<file path="src/rtl/phase_step_config_writer.sv">
`default_nettype none
// ============================================================================
// Module   : phase_step_config_writer
// Purpose  : Buffers 16-bit phase-step writes from the host side in a small
//            in-order FIFO and drives the phase accumulation stage's
//            byte-wide config write port. Each buffered word goes out as an
//            atomic two-cycle sequence: high byte first, then low byte.
//            i_WriteHold stops new sequences from starting but never splits
//            one that has already started.
// Ports    : i_Clock, i_Reset (synchronous, active-high)
//            i_WriteValid / o_WriteReady / i_WriteAddr / i_WriteData
//                                        - host write handshake
//            i_WriteHold                 - blocks the start of new sequences
//            o_PhaseStepConfigWriteEnable - bit0 = [15:8], bit1 = [7:0]
//            o_PhaseStepConfigWriteAddr/Data - address and byte being written
//            o_Busy, o_FifoCount         - status
//            o_DropCount                 - present only with the option below
// Option   : PHASE_STEP_WRITER_DROP_COUNT_EN - ready is tied high, writes that
//            arrive while the FIFO is full are discarded and counted in
//            o_DropCount (saturating at 255).
// Revision : 1.0 - initial release
// ============================================================================
module phase_step_config_writer #(
    parameter int ADDR_WIDTH = 6,
    parameter int FIFO_DEPTH = 4
) (
    input  logic                            i_Clock,
    input  logic                            i_Reset,
    input  logic                            i_WriteValid,
    output logic                            o_WriteReady,
    input  logic [ADDR_WIDTH-1:0]           i_WriteAddr,
    input  logic [15:0]                     i_WriteData,
    input  logic                            i_WriteHold,
    output logic [1:0]                      o_PhaseStepConfigWriteEnable,
    output logic [ADDR_WIDTH-1:0]           o_PhaseStepConfigWriteAddr,
    output logic [7:0]                      o_PhaseStepConfigWriteData,
    output logic                            o_Busy,
    output logic [$clog2(FIFO_DEPTH):0]     o_FifoCount
`ifdef PHASE_STEP_WRITER_DROP_COUNT_EN
    ,
    output logic [7:0]                      o_DropCount
`endif
);

    localparam int c_PTR_W = $clog2(FIFO_DEPTH);
    localparam int c_CNT_W = c_PTR_W + 1;
    localparam logic [c_CNT_W-1:0] c_DEPTH = c_CNT_W'(FIFO_DEPTH);

    typedef enum logic [1:0] {
        S_IDLE  = 2'd0,
        S_WR_HI = 2'd1,
        S_WR_LO = 2'd2
    } state_t;

    state_t                 r_state;
    state_t                 w_next_state;

    logic [ADDR_WIDTH-1:0]  r_fifo_addr [FIFO_DEPTH];
    logic [15:0]            r_fifo_data [FIFO_DEPTH];
    logic [c_PTR_W-1:0]     r_wr_ptr;
    logic [c_PTR_W-1:0]     r_rd_ptr;
    logic [c_CNT_W-1:0]     r_count;
    logic [c_CNT_W-1:0]     w_count_next;

    logic                   w_full;
    logic                   w_empty;
    logic                   w_push;
    logic                   w_pop;

    // Only the low byte must survive past the WR_HI edge; the high byte
    // and address are registered straight to the outputs on the pop.
    logic [7:0]             r_lo_byte;

    logic [1:0]             r_wr_en;
    logic [ADDR_WIDTH-1:0]  r_wr_addr;
    logic [7:0]             r_wr_data;

    // Full/empty come from the registered count only, so ready never
    // depends combinationally on i_WriteValid.
    assign w_full  = (r_count == c_DEPTH);
    assign w_empty = (r_count == '0);

    // A full FIFO never accepts, even if a pop happens on the same edge.
    assign w_push  = i_WriteValid && !w_full;

`ifdef PHASE_STEP_WRITER_DROP_COUNT_EN
    logic       w_drop;
    logic [7:0] r_drop_count;

    assign w_drop       = i_WriteValid && w_full;
    assign o_WriteReady = 1'b1;
    assign o_DropCount  = r_drop_count;

    always_ff @(posedge i_Clock) begin
        if (i_Reset) begin
            r_drop_count <= 8'd0;
        end else if (w_drop && (r_drop_count != 8'hFF)) begin
            r_drop_count <= r_drop_count + 8'd1;
        end
    end
`else
    assign o_WriteReady = !w_full;
`endif

    // ------------------------------------------------------------------
    // Sequencer: next state and pop decision
    // ------------------------------------------------------------------
    always_comb begin
        w_next_state = r_state;
        w_pop        = 1'b0;
        case (r_state)
            S_IDLE, S_WR_LO: begin
                if (!w_empty && !i_WriteHold) begin
                    w_next_state = S_WR_HI;
                    w_pop        = 1'b1;
                end else begin
                    w_next_state = S_IDLE;
                end
            end
            // Hold is deliberately not consulted here: a started
            // sequence always completes its low byte.
            S_WR_HI: w_next_state = S_WR_LO;
            default: w_next_state = S_IDLE;
        endcase
    end

    always_ff @(posedge i_Clock) begin
        if (i_Reset) begin
            r_state <= S_IDLE;
        end else begin
            r_state <= w_next_state;
        end
    end

    // ------------------------------------------------------------------
    // FIFO
    // ------------------------------------------------------------------
    always_comb begin
        w_count_next = r_count;
        case ({w_push, w_pop})
            2'b10:   w_count_next = r_count + 1'b1;
            2'b01:   w_count_next = r_count - 1'b1;
            default: w_count_next = r_count;
        endcase
    end

    // Storage is not reset; validity is tracked by the pointers and count.
    always_ff @(posedge i_Clock) begin
        if (w_push) begin
            r_fifo_addr[r_wr_ptr] <= i_WriteAddr;
            r_fifo_data[r_wr_ptr] <= i_WriteData;
        end
    end

    // Pointers wrap naturally because FIFO_DEPTH is a power of two.
    always_ff @(posedge i_Clock) begin
        if (i_Reset) begin
            r_wr_ptr <= '0;
            r_rd_ptr <= '0;
            r_count  <= '0;
        end else begin
            if (w_push) begin
                r_wr_ptr <= r_wr_ptr + 1'b1;
            end
            if (w_pop) begin
                r_rd_ptr <= r_rd_ptr + 1'b1;
            end
            r_count <= w_count_next;
        end
    end

    // ------------------------------------------------------------------
    // Registered config write port, driven from the state being entered
    // ------------------------------------------------------------------
    always_ff @(posedge i_Clock) begin
        if (i_Reset) begin
            r_wr_en   <= 2'b00;
            r_wr_addr <= '0;
            r_wr_data <= 8'd0;
            r_lo_byte <= 8'd0;
        end else begin
            case (w_next_state)
                S_WR_HI: begin
                    r_wr_en   <= 2'b01;
                    r_wr_addr <= r_fifo_addr[r_rd_ptr];
                    r_wr_data <= r_fifo_data[r_rd_ptr][15:8];
                    r_lo_byte <= r_fifo_data[r_rd_ptr][7:0];
                end
                S_WR_LO: begin
                    r_wr_en   <= 2'b10;
                    r_wr_data <= r_lo_byte;
                end
                default: begin
                    r_wr_en   <= 2'b00;
                end
            endcase
        end
    end

    assign o_PhaseStepConfigWriteEnable = r_wr_en;
    assign o_PhaseStepConfigWriteAddr   = r_wr_addr;
    assign o_PhaseStepConfigWriteData   = r_wr_data;
    assign o_Busy                       = (r_state != S_IDLE) || !w_empty;
    assign o_FifoCount                  = r_count;

endmodule
`default_nettype wire

</file>
<file path="config.mk">
export PLATFORM = sky130hd
export DESIGN_NAME = phase_step_config_writer
export DESIGN_NICKNAME = d
export VERILOG_FILES = /design/src/rtl/phase_step_config_writer.sv
export SDC_FILE = /design/constraint.sdc
export NUM_CORES = 1
export LEC_CHECK = 0
export CAP_MARGIN = 25
export CORE_MARGIN = 1
export CORE_UTILIZATION = 45
export CTS_CLUSTER_DIAMETER = 150
export DETAILED_ROUTE_END_ITERATION = 6
export PLACE_DENSITY_LB_ADDON = 0.05
export SLEW_MARGIN = 30
export SYNTH_ARGS = -nofsm -noshare
export SYNTH_HDL_FRONTEND = slang
export SYNTH_SLANG_ARGS = --single-unit
export TNS_END_PERCENT = 20
</file>
<file path="constraint.sdc">
create_clock -name i_Clock -period 7.2 [get_ports i_Clock]
set_clock_uncertainty 0.2 [all_clocks]
set_input_delay 1.44 -clock i_Clock [delete_from_list [all_inputs] [get_ports i_Clock]]
set_output_delay 1.44 -clock i_Clock [all_outputs]
set_load 0.05 [all_outputs]
</file>
==> impl_metrics.toml, run 1 <==
[critical_path]
r2r_setup_slack_ps = 4550
worst_r2r_startpoint = "o_FifoCount[2]"
cp-start-kind = "flop"
critPathArrivalTime_ps = 2590
crit_fanout = 6
r2r-end = "o_FifoCount[2]"
cp.required_ps = 5560
r2r_cells = 8
crit_type = "reg -> out"
worst_setup_path_end_kind = "output pin"

[grt]
grt.overflow.total = 0
grt_pass1_vias = 2500
grt_max_degree = 23
antenna_found_initial = 0
grt_pass1_wl_mm = 13.30
grt_util_all_layers_pct = 18.04

[yosys]
yosysWarnings = 0
netlist_area_mm2 = 0.004621
avgSynthCellArea_um2 = 18.34
synth.distinct_cells = 39
ys_seq_area_share_pct = 71.92
ys_seq_elements = 122
synth-edff-count = 88
synth_nets = 284
synthCells = 252
async_flop_share_pct = 0
synth-main-ff-cell = "edfxtp_1"

[die]
start_util_pct = 46.84
fp.dieW_um = 103.3
die_h_um = 103.3
top_level_ports = 47
dieArea_mm2 = 0.01068
placementRows = 36
core_area_mm2 = 0.009864

[detailed_routing]
drcViolationCount = 0
vias_per_cell = 5.280
drt_iter0_drc = 90
wl_per_cell_um = 18.60
wirelength_mm = 8.428
drtAntennaViolNets = 0
firstDrtPassIters = 5
num_vias = 2392

[finish]
mostFrequentLayoutCells = "edfxtp_1 (88), clkdlybuf4s50_1 (45), dfxtp_1 (34)"
fin_util_pct = 57.93
nNetsFinal = 339
layout-drive-gt1-share_pct = 20.31
diodes = 0
layout_commonest_cell = "edfxtp_1"
syn2layout_area_growth_pct = 23.67
fillers = 745

[clock_network]
clk_latency_ps = 510
clock-sinks = 122
cts_max_level = 4
clockRootBuffer = "clkbuf_8"
clk_pin_slew_ps = 60
clock_path_buffers = 2
post-cts-setup-buffers = 0
cts_made_buffers = 17
ctsResizeCount = 0
cts_tree = "done"
postCtsHoldBufs = 0

[timing]
min_period_ps = 4231
relSlewSlack_pct = 39.04
fin_setup_tns_ps = 0
rsz0062_at_grt = "no"
fin_hold_ws_ps = 284.3
drv_slew = 0
setup_viol = 0
fmax_ghz = 0.2364
worstMarginPinSlew_ps = 913.2
hold_viol = 0
finalCritPeriodShare_pct = 58.76

[power]
irDropWorstVdd_mv = 0.2143
power_density_mw_per_mm2 = 394.6
p_leak_nw = 1.892

[hold_path]
hp-start = "r_lo_byte[4]"
min_path_cells = 1
whs_endpoint = "r_lo_byte[4]"
hold_path.class = "reg -> reg"

[placed_design]
io_buffers = 46
gp_congestion = 0.7303
hpwlAfterDp_mm = 5.208

[flow_run]
maxCapViolCount = 0

[run_status]
status = "finished, final reports clean"
## per-layer routing
metal,GRT usage (%),routed length (um),vias to the layer above
met4,8.451,144,0
met3,4.906,367,12
li1,-,-,1128
met1,22.68,3733,1200
met5,0,0,-
met2,29.28,4183,52
## Yosys cell counts, drive strengths merged (5+ instances only)
master,instances,area [um^2]
a21oi,7,46.30
a221o,6,60.06
a22o,14,122.6
buf,13,105.1
dfxtp,34,680.7
edfxtp,88,2643
ha,5,62.56
inv,6,22.52
mux4,20,450.4
nor2,7,26.28
nor4b,6,52.55
## flip-flops by register name, indices dropped and copies added (netlist names), named ones only
signal                        count
r_lo_byte                         8
o_PhaseStepConfigWriteEnable      1
o_PhaseStepConfigWriteData        8
r_wr_ptr                          2
r_rd_ptr                          2
r_fifo_addr                      24
r_state                           2
o_FifoCount                       3
r_fifo_data                      64
o_PhaseStepConfigWriteAddr        6
## worst max path at each step
| stage | start | endpoint | slack [ps] | cells after the start |
|---|---|---|---|---|
| 6_report | o_FifoCount[2] | o_Busy | 2970 | 3 |
| 5_1_grt | o_FifoCount[2] | o_Busy | 2910 | 3 |
| 4_1_cts | o_FifoCount[2] | o_Busy | 2960 | 3 |
| 3_5_place_dp | i_WriteHold | o_FifoCount[2] | 3150 | 9 |
| 3_3_place_gp | i_WriteHold | o_FifoCount[2] | 3190 | 9 |
| 2_1_floorplan | i_WriteHold | o_FifoCount[2] | 3710 | 9 |
## kinds of logic after synthesis
| kind of cell | share of synthesized area [%] |
|---|---|
| flops | 71.92 |
| compound gates | 7.501 |
| simple gates | 4.739 |
| mux | 10.67 |
| buf+inv | 3.005 |
| fa+ha+maj | 1.787 |
| xor+xnor | 0.3792 |
## through the flow
step / setup slack, ps / area (um^2) / instances / power [W]
after floorplan: 3714 / 4621 / 252 / 0.001369
after global placement: 3188 / 5176 / 421 / 0.001528
after detailed placement: 3148 / 5182 / 421 / 0.001536
after CTS: 2957 / 5719 / 453 / 0.002279
after global routing: 2914 / 5714 / 453 / 0.002360
final: 2969 / 5714 / 453 / 0.002255
## worst max-delay path, stage by stage, from the launching register on
cell and delay, ps:
dfxtp_1 350, or3_1 540, or3_2 470, clkdlybuf4s50_1 720
## final cells by class
cell class	count	area, um^2	area share, %
clock inverters	13	95.09	1.664
multi-input cells	108	1165	20.39
flip-flops and latches	122	3323	58.16
well taps	133	166.4	2.912
inverters	6	22.52	0.3941
repair buffers	52	500.5	8.758
clock buffers	19	441.7	7.729
## power by group
| part | total [W] | internal [W] | switching [W] |
|---|---|---|---|
| clock | 0.000741 | 0.000440 | 0.000301 |
| sequential | 0.000921 | 0.000853 | 0.0000679 |
| combinational | 0.000592 | 0.000244 | 0.000348 |
| total | 0.00225 | 0.00154 | 0.000717 |
(Power assumes the default switching activity.)
==> run 2, diff against run 1 <==
==> constraint.sdc (replaced) <==
create_clock -name i_Clock -period 4.4 [get_ports i_Clock]
set_clock_uncertainty 0.2 [all_clocks]
set_input_delay 0.88 -clock i_Clock [delete_from_list [all_inputs] [get_ports i_Clock]]
set_output_delay 0.88 -clock i_Clock [all_outputs]
set_load 0.05 [all_outputs]
==> run 2 against run 1 <==
Worst hold slack lost 7.1 ps. Global-route usage grew 0.12 points. Highest routed layer unchanged. Critical path depth is the same.
==> impl_metrics.toml, run 2 (synthesized netlist as in run 1, its figures left out) <==
[run_status]
status = "finished, final reports clean"

[timing]
min_period_ps = 3649
rsz0062_at_grt = "no"
fin_hold_ws_ps = 277.2
setup_viol = 0
fmax_ghz = 0.2740
hold_viol = 0
fin_setup_tns_ps = 0
finalCritPeriodShare_pct = 82.93
relSlewSlack_pct = 37.96
drv_slew = 0
worstMarginPinSlew_ps = 927.7
setup_slack_ps = 750.9

[grt]
grt.busiest_layer = "met2"
grt_util_all_layers_pct = 18.16
grt.overflow.total = 0
antenna_found_initial = 0
grt_pass1_wl_mm = 13.41
use_met1_pct = 24.37
grt_pass1_vias = 2441
grt.met3_usage_pct = 5.645
grtUsageMet2_pct = 27.90
grt_max_degree = 23

[finish]
top_regs = "r_fifo_data (64), r_fifo_addr (24)"
diodes = 0
design_area_mm2 = 0.005734
syn2layout_area_growth_pct = 24.10
nNetsFinal = 340
layout-drive-gt1-share_pct = 19.63
register_area_mm2 = 0.003323
layout_commonest_cell = "edfxtp_1"
largest_reg_flops = 64
multi_input_area_mm2 = 0.001159
fin_util_pct = 58.13
fillers = 750
top_register = "r_fifo_data"
mostFrequentLayoutCells = "edfxtp_1 (88), clkdlybuf4s50_1 (46), dfxtp_1 (34)"

[die]
top_level_ports = 47
die_h_um = 103.3
dieArea_mm2 = 0.01068
placementRows = 36
core_area_mm2 = 0.009864
fp.dieW_um = 103.3
start_util_pct = 46.84

[detailed_routing]
drt_iter0_drc = 108
num_vias = 2450
firstDrtPassIters = 5
wl_per_cell_um = 18.85
drtAntennaViolNets = 0
vias_per_cell = 5.396
drcViolationCount = 0
wirelength_mm = 8.560

[placed_design]
io_buffers = 46
placed_cell_area_mm2 = 0.005184
gp_congestion = 0.8056
dpl_worst_slack_ps = 880.8
hpwlAfterDp_mm = 5.197

[clock_network]
clk_latency_ps = 510
cts_tree = "done"
clock-sinks = 122
clock_path_buffers = 2
ctsResizeCount = 0
postCtsHoldBufs = 0
cts_max_level = 4
clockRootBuffer = "clkbuf_8"
clk_pin_slew_ps = 60
post-cts-setup-buffers = 0
cts_made_buffers = 17

[critical_path]
cp.required_ps = 3320
slowest_stage = "clkdlybuf4s50_1"
crit_fanout = 6
cpPeakStageDelay_ps = 710
path_cells = "or3_1, or3_2, clkdlybuf4s50_1"
crit_type = "reg -> out"
worst_setup_path_end_kind = "output pin"
critPathArrivalTime_ps = 2570
cp-start-kind = "flop"

[power]
pwr-share-comb_pct = 25.4
p_leak_nw = 1.908
sequentialPowerShare_pct = 40.5
p_sw_share_pct = 30.90
power.share.clock_pct = 34.0
intPower_w = 0.002596
power_density_mw_per_mm2 = 655.2
irDropWorstVdd_mv = 0.3998
p_sw_w = 0.001161

[flow_run]
maxCapViolCount = 0

[hold_path]
hold_path.class = "reg -> reg"
-- run 2: cell count changes in the layout (fill, tap and decap cells not counted), moves of 2 or more --
cell,before,now
clkinvlp_4,7,5
clkbuf_8,3,1
bufinv_16,0,2
inv_6,2,0
clkbuf_1,0,2
clkinv_2,0,3
-- run 2: worst max-delay path, delay by kind of cell (launching register included) --
family	cells	cell delay, ps
simple gates	2	1000
buf+inv	1	710
flops	1	340
-- run 2: area by class of cell --
type                    instances  share of cell area [%]
clock buffers                  19                   7.353
clock inverters                13                   2.247
inverters                       6                  0.3928
multi-input cells             108                   20.21
flip-flops and latches        122                   57.95
well taps                     133                   2.902
repair buffers                 53                   8.946
-- run 2: final timing paths --
path                            depth (start not counted)                     startpoint  slack, ps                       endpoint
worst max register to register                          8                 o_FifoCount[2]       1760                 o_FifoCount[2]
worst max-delay path                                    3                 o_FifoCount[2]        750                         o_Busy
worst min-delay path                                    1  o_PhaseStepConfigWriteAddr[0]        280  o_PhaseStepConfigWriteAddr[0]
worst min register to register                          1  o_PhaseStepConfigWriteAddr[0]        280  o_PhaseStepConfigWriteAddr[0]
-- run 2: metrics by stage --
stage,std cells,total power [W]
final,454,0.003757
after global routing,454,0.003926
after CTS,454,0.003794
after detailed placement,422,0.002515
after global placement,422,0.002503
after floorplan,252,0.002239
-- run 2: routing by layer --
| metal | vias to the layer above | part of all wire [%] |
|---|---|---|
| met5 | - | 0 |
| met4 | 0 | 0.96 |
| met3 | 9 | 3.2 |
| met2 | 46 | 49 |
| met1 | 1266 | 46 |
| li1 | 1129 | - |
-- run 2: power by group through the flow --
stage | Clock [W] | Sequential, W | Combinational, W
floorplan | 0 | 0.00167 | 0.000573
global placement | 0 | 0.00155 | 0.000956
detailed placement | 0 | 0.00155 | 0.000966
CTS | 0.00130 | 0.00153 | 0.000968
global route | 0.00136 | 0.00155 | 0.00102
finish | 0.00128 | 0.00152 | 0.000955
